==> config.mk <==
export PLATFORM = sky130hd
export DESIGN_NAME = reg_file_access_ctrl_flat
export DESIGN_NICKNAME = d
export VERILOG_FILES = /design/src/rtl/reg_file_access_ctrl_if.sv /design/src/rtl/reg_file_access_ctrl.sv /design/src/flat_wrapper.sv
export SDC_FILE = /design/constraint.sdc
export NUM_CORES = 1
export LEC_CHECK = 0
export CORE_ASPECT_RATIO = 2
export CORE_MARGIN = 2
export CORE_UTILIZATION = 55
export CTS_CLUSTER_DIAMETER = 30
export CTS_CLUSTER_SIZE = 14
export DETAILED_ROUTE_END_ITERATION = 10
export HOLD_SLACK_MARGIN = 0.06
export PLACE_DENSITY = 0.92
export SETUP_SLACK_MARGIN = 0.15
export SLEW_MARGIN = 20
export SYNTH_ARGS = -nofsm -noshare
export SYNTH_HDL_FRONTEND = slang
export SYNTH_SLANG_ARGS = --single-unit
export TNS_END_PERCENT = 1
==> constraint.sdc <==
create_clock -name CLK -period 5.32 [get_ports CLK]
set_input_delay 0.532 -clock CLK [delete_from_list [all_inputs] [get_ports CLK]]
set_output_delay 0.532 -clock CLK [all_outputs]
set_load 0.05 [all_outputs]
==> src/rtl/reg_file_access_ctrl_if.sv <==
// Host-side command/response bus of the register-file access controller.
// The host drives commands and accepts responses (master); the controller
// accepts commands and produces responses (slave).
interface reg_file_access_ctrl_if #(
    parameter int DATA_WIDTH = 32,
    parameter int ADDR_WIDTH = 5
);
    logic                  CMD_VALID;
    logic                  CMD_READY;
    logic                  CMD_WRITE;
    logic [ADDR_WIDTH-1:0] CMD_ADDR_A;
    logic [ADDR_WIDTH-1:0] CMD_ADDR_B;
    logic [DATA_WIDTH-1:0] CMD_DATA;

    logic                  RSP_VALID;
    logic                  RSP_READY;
    logic                  RSP_WRITE;
    logic [DATA_WIDTH-1:0] RSP_DATA_A;
    logic [DATA_WIDTH-1:0] RSP_DATA_B;

    modport master (
        output CMD_VALID, CMD_WRITE, CMD_ADDR_A, CMD_ADDR_B, CMD_DATA, RSP_READY,
        input  CMD_READY, RSP_VALID, RSP_WRITE, RSP_DATA_A, RSP_DATA_B
    );

    modport slave (
        input  CMD_VALID, CMD_WRITE, CMD_ADDR_A, CMD_ADDR_B, CMD_DATA, RSP_READY,
        output CMD_READY, RSP_VALID, RSP_WRITE, RSP_DATA_A, RSP_DATA_B
    );
endinterface

==> src/rtl/reg_file_access_ctrl.sv <==
// Initiator-side controller for the 32x32 dual-read register file.
// Commands are buffered in a small FIFO, each one is turned into exactly one
// register-file access cycle, and the result (read data or a write echo) is
// returned over a valid/ready response channel. READ and WRITE are decoded
// from a single ACCESS state, so they can never be asserted together.
module reg_file_access_ctrl #(
    parameter int CMD_DEPTH  = 4,
    parameter int DATA_WIDTH = 32,
    parameter int ADDR_WIDTH = 5
) (
    input  logic                  CLK,
    input  logic                  RST,
    reg_file_access_ctrl_if.slave bus,
    output logic                  BUSY,
    output logic                  RF_READ,
    output logic                  RF_WRITE,
    output logic [ADDR_WIDTH-1:0] RF_ADDR_R1,
    output logic [ADDR_WIDTH-1:0] RF_ADDR_R2,
    output logic [ADDR_WIDTH-1:0] RF_ADDR_W,
    output logic [DATA_WIDTH-1:0] RF_DATA_W,
    input  logic [DATA_WIDTH-1:0] RF_DATA_R1,
    input  logic [DATA_WIDTH-1:0] RF_DATA_R2
);

    localparam int PTR_W = (CMD_DEPTH > 1) ? $clog2(CMD_DEPTH) : 1;
    localparam int CNT_W = $clog2(CMD_DEPTH + 1);
    localparam logic [CNT_W-1:0] FULL_COUNT = CNT_W'(CMD_DEPTH);

    typedef enum logic [1:0] {
        IDLE   = 2'd0,
        ACCESS = 2'd1,
        RESP   = 2'd2
    } state_t;

    // Command FIFO storage, split per field
    logic                  fifo_write  [CMD_DEPTH];
    logic [ADDR_WIDTH-1:0] fifo_addr_a [CMD_DEPTH];
    logic [ADDR_WIDTH-1:0] fifo_addr_b [CMD_DEPTH];
    logic [DATA_WIDTH-1:0] fifo_data   [CMD_DEPTH];

    logic [PTR_W-1:0] wr_ptr;
    logic [PTR_W-1:0] rd_ptr;
    logic [CNT_W-1:0] count;

    logic fifo_empty;
    logic fifo_full;
    logic push;
    logic pop;

    logic                  head_write;
    logic [ADDR_WIDTH-1:0] head_addr_a;
    logic [ADDR_WIDTH-1:0] head_addr_b;
    logic [DATA_WIDTH-1:0] head_data;

    state_t                state;
    logic                  cur_write;
    logic [ADDR_WIDTH-1:0] addr_r1_q;
    logic [ADDR_WIDTH-1:0] addr_r2_q;
    logic [ADDR_WIDTH-1:0] addr_w_q;
    logic [DATA_WIDTH-1:0] data_w_q;

    logic                  rsp_valid_q;
    logic                  rsp_write_q;
    logic [DATA_WIDTH-1:0] rsp_data_a_q;
    logic [DATA_WIDTH-1:0] rsp_data_b_q;

    assign fifo_empty = (count == '0);
    assign fifo_full  = (count == FULL_COUNT);

    // No pass-through: a full FIFO refuses a push even when it pops this cycle.
    assign bus.CMD_READY = !fifo_full && !RST;
    assign push          = bus.CMD_VALID && bus.CMD_READY;

    // The head is consumed when starting from IDLE or when the current
    // response is being accepted with more work already queued.
    assign pop = !RST && !fifo_empty &&
                 ((state == IDLE) || ((state == RESP) && bus.RSP_READY));

    assign head_write  = fifo_write[rd_ptr];
    assign head_addr_a = fifo_addr_a[rd_ptr];
    assign head_addr_b = fifo_addr_b[rd_ptr];
    assign head_data   = fifo_data[rd_ptr];

    // Store an accepted command at the write pointer
    always_ff @(posedge CLK) begin
        if (push) begin
            fifo_write[wr_ptr]  <= bus.CMD_WRITE;
            fifo_addr_a[wr_ptr] <= bus.CMD_ADDR_A;
            fifo_addr_b[wr_ptr] <= bus.CMD_ADDR_B;
            fifo_data[wr_ptr]   <= bus.CMD_DATA;
        end
    end

    // FIFO pointers and occupancy; pointers wrap naturally at a power-of-2 depth
    always_ff @(posedge CLK) begin
        if (RST) begin
            wr_ptr <= '0;
            rd_ptr <= '0;
            count  <= '0;
        end else begin
            if (push) begin
                wr_ptr <= wr_ptr + PTR_W'(1);
            end
            if (pop) begin
                rd_ptr <= rd_ptr + PTR_W'(1);
            end
            count <= count + CNT_W'(push) - CNT_W'(pop);
        end
    end

    // Access sequencer: load a command, run one access cycle, then hold the response
    always_ff @(posedge CLK) begin
        if (RST) begin
            state        <= IDLE;
            cur_write    <= 1'b0;
            addr_r1_q    <= '0;
            addr_r2_q    <= '0;
            addr_w_q     <= '0;
            data_w_q     <= '0;
            rsp_valid_q  <= 1'b0;
            rsp_write_q  <= 1'b0;
            rsp_data_a_q <= '0;
            rsp_data_b_q <= '0;
        end else begin
            if (pop) begin
                cur_write <= head_write;
                if (head_write) begin
                    addr_w_q <= head_addr_a;
                    data_w_q <= head_data;
                end else begin
                    addr_r1_q <= head_addr_a;
                    addr_r2_q <= head_addr_b;
                end
            end

            case (state)
                IDLE: begin
                    if (pop) begin
                        state <= ACCESS;
                    end
                end

                ACCESS: begin
                    rsp_valid_q <= 1'b1;
                    rsp_write_q <= cur_write;
                    if (cur_write) begin
                        rsp_data_a_q <= data_w_q;
                        rsp_data_b_q <= '0;
                    end else begin
                        rsp_data_a_q <= RF_DATA_R1;
                        rsp_data_b_q <= RF_DATA_R2;
                    end
                    state <= RESP;
                end

                RESP: begin
                    if (bus.RSP_READY) begin
                        rsp_valid_q <= 1'b0;
                        state       <= pop ? ACCESS : IDLE;
                    end
                end

                default: begin
                    state <= IDLE;
                end
            endcase
        end
    end

    // Strobes exist only in ACCESS and are gated by reset so no write commits at a reset edge.
    assign RF_READ  = (state == ACCESS) && !cur_write && !RST;
    assign RF_WRITE = (state == ACCESS) &&  cur_write && !RST;

    assign RF_ADDR_R1 = addr_r1_q;
    assign RF_ADDR_R2 = addr_r2_q;
    assign RF_ADDR_W  = addr_w_q;
    assign RF_DATA_W  = data_w_q;

    assign bus.RSP_VALID  = rsp_valid_q;
    assign bus.RSP_WRITE  = rsp_write_q;
    assign bus.RSP_DATA_A = rsp_data_a_q;
    assign bus.RSP_DATA_B = rsp_data_b_q;

    assign BUSY = !fifo_empty || (state != IDLE);

endmodule

==> src/flat_wrapper.sv <==
// flat-port wrapper written by rule: the top's interface ports become plain ports
module reg_file_access_ctrl_flat 
#(
    parameter int CMD_DEPTH  = 4,
    parameter int DATA_WIDTH = 32,
    parameter int ADDR_WIDTH = 5
)
  (CLK, RST, BUSY, RF_READ, RF_WRITE, RF_ADDR_R1, RF_ADDR_R2, RF_ADDR_W, RF_DATA_W, RF_DATA_R1, RF_DATA_R2, bus_CMD_VALID, bus_CMD_WRITE, bus_CMD_ADDR_A, bus_CMD_ADDR_B, bus_CMD_DATA, bus_RSP_READY, bus_CMD_READY, bus_RSP_VALID, bus_RSP_WRITE, bus_RSP_DATA_A, bus_RSP_DATA_B);
  reg_file_access_ctrl_if #(.DATA_WIDTH(DATA_WIDTH), .ADDR_WIDTH(ADDR_WIDTH)) bus_i ();
  input  logic CLK;
  input  logic RST;
  output logic BUSY;
  output logic RF_READ;
  output logic RF_WRITE;
  output logic [ADDR_WIDTH-1:0] RF_ADDR_R1;
  output logic [ADDR_WIDTH-1:0] RF_ADDR_R2;
  output logic [ADDR_WIDTH-1:0] RF_ADDR_W;
  output logic [DATA_WIDTH-1:0] RF_DATA_W;
  input  logic [DATA_WIDTH-1:0] RF_DATA_R1;
  input  logic [DATA_WIDTH-1:0] RF_DATA_R2;
  input wire logic [$bits(bus_i.CMD_VALID)-1:0] bus_CMD_VALID;
  input wire logic [$bits(bus_i.CMD_WRITE)-1:0] bus_CMD_WRITE;
  input wire logic [$bits(bus_i.CMD_ADDR_A)-1:0] bus_CMD_ADDR_A;
  input wire logic [$bits(bus_i.CMD_ADDR_B)-1:0] bus_CMD_ADDR_B;
  input wire logic [$bits(bus_i.CMD_DATA)-1:0] bus_CMD_DATA;
  input wire logic [$bits(bus_i.RSP_READY)-1:0] bus_RSP_READY;
  output wire logic [$bits(bus_i.CMD_READY)-1:0] bus_CMD_READY;
  output wire logic [$bits(bus_i.RSP_VALID)-1:0] bus_RSP_VALID;
  output wire logic [$bits(bus_i.RSP_WRITE)-1:0] bus_RSP_WRITE;
  output wire logic [$bits(bus_i.RSP_DATA_A)-1:0] bus_RSP_DATA_A;
  output wire logic [$bits(bus_i.RSP_DATA_B)-1:0] bus_RSP_DATA_B;
  assign bus_i.CMD_VALID = bus_CMD_VALID;
  assign bus_i.CMD_WRITE = bus_CMD_WRITE;
  assign bus_i.CMD_ADDR_A = bus_CMD_ADDR_A;
  assign bus_i.CMD_ADDR_B = bus_CMD_ADDR_B;
  assign bus_i.CMD_DATA = bus_CMD_DATA;
  assign bus_i.RSP_READY = bus_RSP_READY;
  assign bus_CMD_READY = bus_i.CMD_READY;
  assign bus_RSP_VALID = bus_i.RSP_VALID;
  assign bus_RSP_WRITE = bus_i.RSP_WRITE;
  assign bus_RSP_DATA_A = bus_i.RSP_DATA_A;
  assign bus_RSP_DATA_B = bus_i.RSP_DATA_B;
  reg_file_access_ctrl #(.CMD_DEPTH(CMD_DEPTH), .DATA_WIDTH(DATA_WIDTH), .ADDR_WIDTH(ADDR_WIDTH)) u_core (.CLK(CLK), .RST(RST), .bus(bus_i), .BUSY(BUSY), .RF_READ(RF_READ), .RF_WRITE(RF_WRITE), .RF_ADDR_R1(RF_ADDR_R1), .RF_ADDR_R2(RF_ADDR_R2), .RF_ADDR_W(RF_ADDR_W), .RF_DATA_W(RF_DATA_W), .RF_DATA_R1(RF_DATA_R1), .RF_DATA_R2(RF_DATA_R2));
endmodule
==> qor.yml, run 1 <==
run_status:
  status: "complete, no violations"
finish:
  multi_input_area_sq_um: 2979
  post-route-util: 0.7464
  syn2layout_area_growth_pct: 33.31
  final-seq-area_sq_um: 7671
  design_area_sq_um: 14460
  final_nets: 1058
  fillers: 1146
  drive_gt1_frac: 0.1181
sta:
  whs_ns: 0.4579
  slew_violations: 0
  grt_setup_unrepaired: "no"
  finalClockSkew_ns: 0.01449
  fmax_mhz: 311.6
  slew_headroom: 0.2875
  setup_viol: 0
  final.setup.tns_ns: 0
  period_minus_slack_ns: 3.209
  worst_pin_slew_ns: 1.069
  fin_crit_sh: 0.6032
  finalHoldViolations: 0
synthesis:
  synth_edf_count: 172
  syn-cell-area_sq_um: 10840
  synthCells: 718
  syn_nets: 836
  async_flop_share: 0
  yosysMostFrequentCell: "edfxtp_1"
  synth_seq_cells: 297
  synth.avg_cell_area_sq_um: 15.10
  synth_area_leader_cell: "edfxtp_1"
  yosys-top-cells-area: "edfxtp_1 (48%), dfxtp_1 (23%), mux4_2 (7.9%), nand2_1 (3.4%), mux2i_1 (3.0%)"
  ys_seq_area_frac: 0.7070
  ys.flop_type: "edfxtp_1"
  synth_commonest_cells: "edfxtp_1 (172), dfxtp_1 (125), nand2_1 (97), a21oi_1 (51), nor2_1 (41)"
  synth_cell_types: 35
  yosys_warnings: 0
  synth_top_cell_area_share: 0.4763
setup_path:
  cp_max_fo: 33
  crit_chain: "buf_4, nor3_2, buf_4, clkdlybuf4s50_1"
  setup.worst_path.end_class: "primary output"
  cp_common_cell: "buf_4"
  cpMaxStageDelayCell: "clkdlybuf4s50_1"
  critPathArrivalTime_ns: 2.68
  crit_type: "reg2out"
  crit_path_max_incr_delay_ns: 0.87
  start_kind: "flip-flop"
  required_ns: 4.79
clocking:
  htree_levels: 2
  postCtsSetupBuffers: 0
  cts_root_buf: "clkbuf_16"
  cts.sinks: 297
  ctsLongestPathBuffers: 3
  holdBufCountCts: 0
  cts_tree: "yes"
  cts-resized-gates: 0
  numCtsBuffers: 34
  insertion_delay_ns: 0.49
  clk_pin_slew_worst_paths_ns: 0.06
die:
  die_width_microns: 103.3
  rows: 72
  io_pins: 228
  die_area_sq_um: 20920
  initial_core_util: 0.5599
  core_area_sq_um: 19370
  die_y_microns: 202.6
detailed_routing:
  num_vias: 6953
  vias_per_cell: 5.676
  wl_mm: 26.68
  drtAntennaViolNets: 0
  wl_per_cell_microns: 21.78
  drt_iter0_drc: 498
  firstDrtPassIters: 5
  drcViolationCount: 0
placed_design:
  port_buffers: 227
  gp_congestion: 0.8123
  hpwl_mm: 17.50
  placed_cell_area_sq_um: 13300
grt:
  grt_util_met1: 0.2846
  grt_use_met2: 0.4436
  grt.total_usage: 0.2539
  grt_use_met3: 0.04682
  antenna_found_initial: 1
  grt_max_degree: 98
  grt_pass1_wl_mm: 39.83
  grt_overflow: 0
  top_usage_layer: "met2"
  grt_pass1_vias: 7162
min_path:
  hold_class: "reg2reg"
power_and_ir_drop:
  ir_drop_v: 0.0003178
  p_per_area_nw_per_um2: 525.5
  leakage_nw: 4.765
flow_run:
  max_cap_viol_count: 0
logic make-up after synthesis:
family	after synthesis	synth area share
buf+inv	53	0.02100
flops	297	0.7070
compound gates	118	0.07384
fa+ha+maj	7	0.008769
mux	75	0.1206
simple gates	163	0.06473
xor+xnor	5	0.004038
per-layer routing:
layer / vias up / part of all wire
li1: 3154 / -
met1: 3431 / 0.34
met2: 284 / 0.54
met3: 84 / 0.066
met4: 0 / 0.051
met5: - / 0
path summary, 6_finish.rpt:
kind	depth (start not counted)	start	slack, ns	end
worst max-delay path	4	u_core.cur_write$_SDFFE_PP0P_	2.11	RF_READ
worst min-delay path	2	u_core.RF_ADDR_R1[4]$_SDFFE_PP0P_	0.46	u_core.RF_ADDR_R1[4]$_SDFFE_PP0P_
worst min register to register	2	u_core.RF_ADDR_R1[4]$_SDFFE_PP0P_	0.46	u_core.RF_ADDR_R1[4]$_SDFFE_PP0P_
worst max register to register	9	u_core.count[1]$_SDFF_PP0_	2.80	u_core.count[2]$_SDFF_PP0_
sequential cells by signal, indices dropped and copies added, names as in the netlist, 4 cells and up, named ones only:
name / flops
u_core.fifo_data: 128
u_core.RF_DATA_W: 32
u_core.fifo_addr_b: 20
u_core.bus.RSP_DATA_A: 32
u_core.RF_ADDR_R2: 5
u_core.fifo_write: 4
u_core.bus.RSP_DATA_B: 32
u_core.RF_ADDR_W: 5
u_core.fifo_addr_a: 20
u_core.RF_ADDR_R1: 5
critical path, delay by kind of cell, from the launching register on:
family,cells,cell delay [ns]
buffers and inverters,3,1.53
flip-flops,1,0.44
AND/OR/NAND/NOR,1,0.21
where the power goes:
group | total [mW] | internal [mW] | leakage [nW] | switching, mW
Combinational | 2.31 | 0.866 | 1.65 | 1.44
Sequential | 2.94 | 2.73 | 2.58 | 0.211
Clock | 2.35 | 1.42 | 0.534 | 0.928
final cells by class:
| cell class | count | area share |
|---|---|---|
| multi-input combinational | 368 | 0.2061 |
| clock buffer | 40 | 0.06188 |
| timing repair buffer | 232 | 0.1596 |
| inverter | 7 | 0.001818 |
| tap | 259 | 0.02242 |
| sequential | 297 | 0.5306 |
| clock inverter | 21 | 0.01740 |
| antenna | 1 | 0.0001731 |
per-stage QoR:
stage,setup WS (ns),instances,power [mW]
after floorplan,2.533,718,4.516
final,2.111,1225,7.597
after CTS,2.094,1224,7.638
after global placement,2.072,1163,5.207
after detailed placement,1.953,1163,5.277
after global routing,1.979,1225,7.878
placed cells by master (no fill, tap or decap), types with 32 or more instances in the layout:
cell type	count
a211oi_1	32
a21oi_1	51
clkbuf_16	35
a22o_1	32
nand2_1	97
mux2i_1	32
dfxtp_1	122
mux4_2	38
clkdlybuf4s50_1	226
edfxtp_1	172
nor2_1	40
Note: power is estimated with default switching activity, not from simulation.
==> run 2, diff against run 1 <==
--- a/config.mk
+++ b/config.mk
@@ -7,12 +7,12 @@
 export LEC_CHECK = 0
 export CORE_ASPECT_RATIO = 2
 export CORE_MARGIN = 2
-export CORE_UTILIZATION = 55
+export CORE_UTILIZATION = 46
 export CTS_CLUSTER_DIAMETER = 30
 export CTS_CLUSTER_SIZE = 14
 export DETAILED_ROUTE_END_ITERATION = 10
 export HOLD_SLACK_MARGIN = 0.06
-export PLACE_DENSITY = 0.92
+export PLACE_DENSITY = 0.83
 export SETUP_SLACK_MARGIN = 0.15
 export SLEW_MARGIN = 20
 export SYNTH_ARGS = -nofsm -noshare
==> constraint.sdc (replaced) <==
create_clock -name CLK -period 2.9 [get_ports CLK]
set_input_delay 0.29 -clock CLK [delete_from_list [all_inputs] [get_ports CLK]]
set_output_delay 0.29 -clock CLK [all_outputs]
set_load 0.05 [all_outputs]
==> run 2 against run 1 <==
Against the previous run:
- power up 84%
- final area rose by 1.4%
- via count decreased by 2.4%
- global-route usage decreased by 5.1 points
- combinational power increased by 84%
- register-to-register slack worse by 2.4 ns
- die area rose by 19%
- clock power is 85% higher
- critical path type is now reg2reg
- largest power group unchanged
==> qor.yml, run 2 (synthesized netlist as in run 1, its figures left out) <==
detailed_routing:
  wl_mm: 25.54  # -4.3%
  firstDrtPassIters: 4  # -1
  drtAntennaViolNets: 0  # unchanged
  wl_per_cell_microns: 20.28  # -6.9%
  vias_per_cell: 5.391  # -5.0%
  num_vias: 6787  # -2.4%
  drt_iter0_drc: 353  # -29%
  drcViolationCount: 0  # unchanged
clocking:
  clk_pin_slew_worst_paths_ns: 0.06  # about the same
  insertion_delay_ns: 0.50  # about the same
  htree_levels: 2  # unchanged
  cts_root_buf: "clkbuf_16"
  cts.sinks: 297  # unchanged
  cts_tree: "yes"
  numCtsBuffers: 34  # unchanged
  ctsLongestPathBuffers: 3  # unchanged
sta:
  slew_violations: 0  # unchanged
  setup_viol: 0  # unchanged
  grt_setup_unrepaired: "no"
  worst_pin_slew_ns: 0.7477  # -0.3210 ns
  finalHoldViolations: 0  # unchanged
  final.setup.tns_ns: 0  # unchanged
  slew_headroom: 0.4994  # +0.2119
  finalClockSkew_ns: 0.01719  # +0.002694 ns
  fmax_mhz: 394.5
  period_minus_slack_ns: 2.535
  fin_crit_sh: 0.8740
die:
  core_area_sq_um: 23230  # +20%
  rows: 79  # +9.7%
  die_area_sq_um: 24890  # +19%
  io_pins: 228  # unchanged
  die_width_microns: 112.6  # +9.0%
  die_y_microns: 221.1  # +9.2%
  initial_core_util: 0.4668  # -0.09304
min_path:
  hold_class: "in2reg"
power_and_ir_drop:
  p_per_area_nw_per_um2: 954.0  # +82%
  p_sw_mw: 4.620  # +79%
  clock_power_share: 0.311  # +0.002
  ir_drop_v: 0.0008048  # +150%
  p_comb_frac: 0.303  # about the same
  seq_power_share: 0.386  # about the same
  leakage_nw: 4.866  # +2.1%
  p_int_mw: 9.364  # +87%
  swShare: 0.3304  # -0.009021
setup_path:
  start_kind: "flip-flop"
  critPathArrivalTime_ns: 2.90  # +0.22 ns
  setup.worst_path.end_class: "flip-flop"
  crit_type: "reg2reg"
  cp_max_fo: 6  # -82%
  required_ns: 3.27  # -1.52 ns
grt:
  antenna_found_initial: 1  # unchanged
  grt_pass1_wl_mm: 39.28  # -1.4%
  grt_max_degree: 67  # -32%
  grt_overflow: 0  # unchanged
  grt_pass1_vias: 7071  # -1.3%
  grt.total_usage: 0.2025  # -0.05145
finish:
  final_nets: 1071  # +1.2%
  drive_gt1_frac: 0.1282  # +0.01007
  largest_reg_flops: 128  # unchanged
  final_cell_mix: "clkdlybuf4s50_1 (224), edfxtp_1 (172), dfxtp_1 (122)"
  syn2layout_area_growth_pct: 35.17
  top_register: "u_core.fifo_data"
  layout_commonest_cell: "clkdlybuf4s50_1"
  final_cells: 1259  # +2.8%
placed_design:
  gp_congestion: 0.8132  # +0.11%
  port_buffers: 227  # unchanged
  dp_cells: 1200  # +3.2%
  hpwl_mm: 17.63  # +0.72%
flow_run:
  max_cap_viol_count: 0  # unchanged
run_status:
  status: "complete, no violations"
[run 2: changes by cell type in the layout (fill, tap and decap cells not counted), moves of 3 or more]
cell        change
and2_2          +4
and2_4          -4
buf_12          +6
buf_4           +8
clkinvlp_4      -3
inv_6           -3
[run 2: worst max-delay path, stage by stage, from the launching register on]
cell     delay (ns)
dfxtp_1        0.35
or3_1          0.47
and3_1         0.22
ha_1           0.28
inv_1          0.04
ha_1           0.20
fa_1           0.41
xnor2_1        0.22
xnor2_1        0.16
nor2_1         0.05
[run 2: power groups by stage]
stage	sequential, mW	combinational [mW]	clock [mW]
after global routing	5.47	4.48	4.58
after detailed placement	5.49	4.26	0
after global placement	5.45	4.20	0
after floorplan	6.61	1.67	0
after CTS	5.41	4.28	4.41
final	5.40	4.24	4.35
[run 2: routing by layer]
layer  up-vias  GRT usage  wire (microns)
met5         -          0               0
met4         0    0.08183             920
met3        49    0.03780            1466
met2       245     0.3863           14180
met1      3333     0.2130            8966
li1       3160          -               -
[run 2: path summary, 6_finish.rpt]
kind / startpoint / to / slack [ns] / cells past startpoint
worst max-delay path: u_core.count[1]$_SDFF_PP0_ / u_core.count[2]$_SDFF_PP0_ / 0.37 / 9
worst min register to register: u_core.bus.RSP_WRITE$_SDFFE_PP0P_ / u_core.bus.RSP_WRITE$_SDFFE_PP0P_ / 0.45 / 2
worst max register to register: u_core.count[1]$_SDFF_PP0_ / u_core.count[2]$_SDFF_PP0_ / 0.37 / 9
worst min-delay path: RST / u_core.state[0]$_SDFFE_PP0P_ / 0.20 / 3
[run 2: final cells by class]
type	instances	area (sq um)
Antenna cell	1	2.502
Inverter	7	26.28
Sequential cell	297	7671
Clock inverter	17	236.5
Clock buffer	41	918.4
Tap cell	283	354.1
Fill cell	1660	8571
Multi-Input combinational cell	368	2969
Timing Repair Buffer	245	2480
[run 2: repair_timing]
action	in CTS	in global routing
resized for setup	0	1
hold buffers	0	0
buffers inserted	0	0
endpoints found under the setup margin	0	1
[run 2: per-stage QoR]
| step | total power [mW] | setup WS [ns] | hold slack, ns | utilization | cell area, sq um |
|---|---|---|---|---|---|
| CTS | 14.10 | 0.1688 | 0.1890 | 0.6308 | 14650 |
| detailed placement | 9.751 | 0.1881 | 0.4456 | 0.5811 | 13500 |
| global route | 14.53 | 0.2097 | 0.2238 | 0.6310 | 14660 |
| finish | 13.98 | 0.3653 | 0.2049 | 0.6310 | 14660 |
| global placement | 9.652 | 0.2860 | 0.4427 | 0.5811 | 13500 |
| floorplan | 8.285 | 0.3549 | 0.3889 | - | 10840 |
